--- src/rtl/regfile_arbiter.sv ---
// regfile_arbiter: shares the single register-file port between the CPU datapath
// (port A, read/write) and the LCD scanner (port B, read-only), and sequences the
// CLEAR operation as a NUM_REGS-cycle zero-write sweep.
// Build option: define REGFILE_ARB_FIXED_PRIO_EN for fixed A-over-B priority on a
// tie; otherwise ties are resolved round-robin.
module regfile_arbiter #(
    parameter int DATA_W   = 16,
    parameter int ADDR_W   = 4,
    parameter int NUM_REGS = 16
) (
    input  logic              clk,
    input  logic              reset_n,
    input  logic              a_req,
    input  logic              a_we,
    input  logic [ADDR_W-1:0] a_addr,
    input  logic [DATA_W-1:0] a_wdata,
    output logic              a_gnt,
    output logic              a_rvalid,
    output logic [DATA_W-1:0] a_rdata,
    input  logic              b_req,
    input  logic [ADDR_W-1:0] b_addr,
    output logic              b_gnt,
    output logic              b_rvalid,
    output logic [DATA_W-1:0] b_rdata,
    input  logic              clear_req,
    output logic              clear_busy,
    output logic [ADDR_W-1:0] rf_addr,
    output logic              rf_we,
    output logic [DATA_W-1:0] rf_wdata,
    input  logic [DATA_W-1:0] rf_rdata
);

    // One spare bit lets the sweep counter reach NUM_REGS without wrapping.
    localparam int               CNT_W      = ADDR_W + 1;
    localparam logic [CNT_W-1:0] SWEEP_LAST = CNT_W'(NUM_REGS);

    // PEND is the cycle after clear_req: in-flight accesses drain, no new grants.
    typedef enum logic [1:0] {
        ST_IDLE,
        ST_PEND,
        ST_CLEAR
    } state_t;

    state_t           r_state;
    state_t           w_nextState;
    logic [CNT_W-1:0] r_sweepCnt;
    logic             r_aIsRead;
    logic             w_eligA;
    logic             w_eligB;
    logic             w_grantA;
    logic             w_grantB;
`ifndef REGFILE_ARB_FIXED_PRIO_EN
    logic             r_lastGrantB;
`endif

    // A port granted this cycle has already dropped out of the next arbitration.
    assign w_eligA    = a_req && !a_gnt;
    assign w_eligB    = b_req && !b_gnt;
    assign clear_busy = (r_state != ST_IDLE);

    // State register.
    always_ff @(posedge clk or negedge reset_n) begin
        if (!reset_n) begin
            r_state <= ST_IDLE;
        end else begin
            r_state <= w_nextState;
        end
    end

    // Next state and grant decision; CLEAR beats any same-cycle request.
    always_comb begin
        w_nextState = r_state;
        w_grantA    = 1'b0;
        w_grantB    = 1'b0;
        case (r_state)
            ST_IDLE: begin
                if (clear_req) begin
                    w_nextState = ST_PEND;
                end else if (w_eligA && w_eligB) begin
`ifdef REGFILE_ARB_FIXED_PRIO_EN
                    w_grantA = 1'b1;
`else
                    w_grantA = r_lastGrantB;
                    w_grantB = !r_lastGrantB;
`endif
                end else begin
                    w_grantA = w_eligA;
                    w_grantB = w_eligB;
                end
            end
            ST_PEND: begin
                w_nextState = ST_CLEAR;
            end
            ST_CLEAR: begin
                if (r_sweepCnt == SWEEP_LAST) begin
                    w_nextState = ST_IDLE;
                end
            end
            default: begin
                w_nextState = ST_IDLE;
            end
        endcase
    end

`ifndef REGFILE_ARB_FIXED_PRIO_EN
    // Remember who was served last so the other side wins the next tie.
    always_ff @(posedge clk or negedge reset_n) begin
        if (!reset_n) begin
            r_lastGrantB <= 1'b1;
        end else if (w_grantA) begin
            r_lastGrantB <= 1'b0;
        end else if (w_grantB) begin
            r_lastGrantB <= 1'b1;
        end
    end
`endif

    // Register-file bus: a granted access, a sweep write, or idle with address held.
    always_ff @(posedge clk or negedge reset_n) begin
        if (!reset_n) begin
            a_gnt      <= 1'b0;
            b_gnt      <= 1'b0;
            r_aIsRead  <= 1'b0;
            rf_addr    <= '0;
            rf_we      <= 1'b0;
            rf_wdata   <= '0;
            r_sweepCnt <= '0;
        end else begin
            a_gnt     <= w_grantA;
            b_gnt     <= w_grantB;
            r_aIsRead <= w_grantA && !a_we;
            rf_we     <= 1'b0;
            if (w_grantA) begin
                rf_addr  <= a_addr;
                rf_we    <= a_we;
                rf_wdata <= a_wdata;
            end else if (w_grantB) begin
                rf_addr <= b_addr;
            end else if (r_state == ST_PEND) begin
                rf_addr    <= '0;
                rf_we      <= 1'b1;
                rf_wdata   <= '0;
                r_sweepCnt <= CNT_W'(1);
            end else if ((r_state == ST_CLEAR) && (r_sweepCnt != SWEEP_LAST)) begin
                rf_addr    <= r_sweepCnt[ADDR_W-1:0];
                rf_we      <= 1'b1;
                rf_wdata   <= '0;
                r_sweepCnt <= r_sweepCnt + CNT_W'(1);
            end
        end
    end

    // Capture read data at the end of the grant cycle; independent of CLEAR so an
    // in-flight read still returns while the sweep starts.
    always_ff @(posedge clk or negedge reset_n) begin
        if (!reset_n) begin
            a_rvalid <= 1'b0;
            a_rdata  <= '0;
            b_rvalid <= 1'b0;
            b_rdata  <= '0;
        end else begin
            a_rvalid <= r_aIsRead;
            b_rvalid <= b_gnt;
            if (r_aIsRead) begin
                a_rdata <= rf_rdata;
            end
            if (b_gnt) begin
                b_rdata <= rf_rdata;
            end
        end
    end

endmodule

--- config.mk ---
export PLATFORM = sky130hd
export DESIGN_NAME = regfile_arbiter
export DESIGN_NICKNAME = d
export VERILOG_FILES = /design/src/rtl/regfile_arbiter.sv
export SDC_FILE = /design/constraint.sdc
export NUM_CORES = 1
export LEC_CHECK = 0
export CORE_MARGIN = 1.5
export CORE_UTILIZATION = 55
export CTS_CLUSTER_SIZE = 24
export DETAILED_ROUTE_END_ITERATION = 8
export DONT_BUFFER_PORTS = 1
export GPL_TIMING_DRIVEN = 0
export PLACE_DENSITY = 0.78
export RECOVER_POWER = 25
export SLEW_MARGIN = 20
export SYNTH_ARGS = -nofsm -noshare
export SYNTH_HDL_FRONTEND = slang
export SYNTH_SLANG_ARGS = --single-unit
--- constraint.sdc ---
create_clock -name clk -period 4.8 [get_ports clk]
set_clock_uncertainty 0.2 [all_clocks]
set_input_delay 0.24 -clock clk [delete_from_list [all_inputs] [get_ports clk]]
set_output_delay 0.24 -clock clk [all_outputs]
set_load 0.02 [all_outputs]
==> summary.txt <==
Timing
  • Worst slew margin: 0.584
  • Final WS setup: 2.00 ns
  • Finish-stage setup viols: 0
  • Setup tns final: 0 ns
  • Slew Viols, Final: 0
  • RSZ-0062 raised after global routing: false
  • Maximum clock frequency: 0.357 GHz
  • Tightest Pin Transition: 0.619 ns
  • Crit path time final: 2.80 ns
  • Final period util: 0.584
  • Final hold violation count: 0

Logic synthesis
  • Cell taking the most area after synthesis: dfrtp_1
  • Top cells by area, synth: dfrtp_1, mux2_2, a22o_1
  • Synth warnings: 0
  • Syn Nets: 232
  • Synth cell count leaders: dfrtp_1, mux2_2, a22o_1, nor2_1, inv_1
  • Cell count after synthesis: 184
  • Most common cell in the synthesized netlist: dfrtp_1
  • Post-synth EDFFs: 0
  • Synth unique cells: 35
  • Synth top area share: 0.622
  • FF+latch count, synth: 66
  • Synth async-reset ratio: 1.00
  • Register area share after synthesis: 0.632
  • Syn avg cell area: 14.2 um^2
  • Mapped cell area: 2620 um^2
  • Main flop type after synthesis: dfrtp_1

Worst setup path
  • CP required: 4.86 ns
  • CP Launch Type: flop
  • CP arrival: 2.87 ns
  • Buf+Inv Stages, Crit Path: 2
  • Worst path slowest cell: dlygate4sd3_1
  • Worst setup EP type: flop
  • Cell class contributing the biggest share of worst-path delay: buffers and inverters
  • Critical path class: flop to flop
  • Crit path max fanout: 9
  • CP peak stage delay: 0.57 ns
  • Crit-path cells: clkbuf_1 -> nand2b_1 -> nor3_1 -> a221oi_1 -> o2bb2ai_1 -> dlygate4sd3_1

GRT
  • GRT overflow: 0
  • GR Util All Layers: 0.247
  • Largest net degree at the start of global routing: 67
  • First-pass GRT wire length: 9650 um
  • Vias in the first global route: 2023
  • Initial antenna violation count: 0

Layout
  • Final #Nets: 288
  • Util after Layout: 0.747
  • Ant diodes: 0
  • Share of layout cells above drive strength 1: 0.237
  • Final Instance Area: 3340 um^2
  • Area added between synthesis and finish: 27.8%
  • Filler Cells Inserted: 282
  • Non-Filler Instances: 297

Clock network
  • Worst-Skew Late Latency: 0.32 ns
  • Buffer levels on the longest clock path: 2
  • CTS tree: built
  • Post-CTS Resized: 0
  • Clock Tree Root: clkbuf_8
  • Clock slew at reported path FFs: 0.07 ns
  • H-tree depth: 3
  • CTS Buf Count: 9
  • Clk sinks: 66

Placement
  • Dpl ws: 2.55 ns
  • Buffers on Ports: 0
  • Dpl hpwl: 3770 um
  • DP Area: 2680 um^2
  • Placed Instances: 236
  • GP Congestion: 0.898

Floorplanning
  • Core Footprint: 4470 um^2
  • Rows: 24
  • Top Ports: 104
  • Effective utilization at floorplan: 0.584
  • Die height: 72.0 um
  • Die Area: 5180 um^2
  • Die width: 72.0 um

Route
  • DRT antenna net count: 0
  • Total number of vias: 1789
  • DR pass1 iterations: 4
  • Total Wirelength: 5820 um
  • Via density: 6.02
  • DR iter-0 viols: 104
  • Avg WL per Cell: 19.6 um
  • Remaining DRCs: 0

Power
  • Pleak: 1.49 nW
  • Power Dens Cells: 663 nW/um^2
  • Worst-case vdd ir drop: 400 uV

Hold path
  • Hold crit path type: input pin to flop

Run
  • Max-cap violations: 0

Outcome
  • Status: finished clean
[logic make-up (layout without fill, tap and decap cells)]
family,count (synthesis),after routing,synth area share
XOR/XNOR,1,1,0.00335
multiplexers,32,32,0.138
flip-flops,66,66,0.632
AO/OA/AOI/OAI,40,40,0.118
adder cells (fa/ha/maj),2,2,0.00957
buffers and inverters,15,76,0.0364
AND/OR/NAND/NOR,28,28,0.0627
[metal layers]
layer / global-route usage / wire (um) / vias up / share of wire
met3: 0.0500 / 378 / 14 / 0.065
met2: 0.444 / 3120 / 95 / 0.54
met4: 0.113 / 124 / 0 / 0.021
li1: - / - / 791 / -
met5: 0 / 0 / - / 0
met1: 0.283 / 2200 / 889 / 0.38
[state kept, by name, summed over array words and instances, names as in the netlist, 2 cells and up]
signal and cells:
r_sweepCnt 5, r_state 2, b_rdata 16, a_rdata 16
rf_addr 4, rf_wdata 16
[report_power, final]
part           total, mW  internal [mW]  switching, mW
combinational      0.560          0.303          0.257
clock              0.441          0.238          0.203
sequential          1.21          0.784          0.430
total               2.22           1.33          0.889
[cell usage in the layout (no fill, tap or decap), types with 3 or more instances in the layout]
cell,count
o21ai_0,4
inv_1,5
dfrtp_1,65
mux2_2,32
dlygate4sd3_1,44
o2bb2ai_1,4
clkbuf_1,4
o22ai_1,4
clkinv_2,3
nand2_1,4
clkbuf_8,9
a21oi_1,4
a22o_1,16
a221oi_1,4
buf_6,3
nor2_1,6
[worst paths after layout]
path                                           from                       end  slack [ns]  cells after the start
worst max-delay path                b_gnt$_DFF_PN0_    rf_addr[3]$_DFFE_PN0P_        2.00                      6
worst min-delay path                          a_req           b_gnt$_DFF_PN0_        0.07                      2
worst max register to register      b_gnt$_DFF_PN0_    rf_addr[3]$_DFFE_PN0P_        2.00                      6
worst min register to register  r_aIsRead$_DFF_PN0_        a_rvalid$_DFF_PN0_        0.19                      0
max in group asynchronous                   reset_n  r_lastGrantB$_DFFE_PN1P_        3.85                      2
min in group asynchronous                   reset_n    a_rdata[8]$_DFFE_PN0P_        0.26                      2
[repair_timing]
action / CTS / global route
hold buffers: 45 / 0
endpoints found under the hold margin: 123 / 0
buffers inserted: 0 / 0
[final cells by class]
cell class | instances | area (um^2) | share of cell area
inverter | 7 | 38.8 | 0.0116
sequential | 66 | 1650 | 0.495
multi-input combinational | 103 | 867 | 0.259
clock inverter | 7 | 70.1 | 0.0210
buffer | 8 | 56.3 | 0.0168
tap | 52 | 65.1 | 0.0195
clock buffer | 9 | 124 | 0.0371
timing repair buffer | 45 | 468 | 0.140
[metrics by stage]
step	hold WS [ns]	total power, mW
after floorplan	-0.256	1.56
after global placement	-0.254	1.65
after detailed placement	-0.254	1.70
after CTS	0.0351	2.22
after global routing	0.0647	2.34
final	0.0671	2.22
No activity file was read; power rests on OpenSTA's default activity.
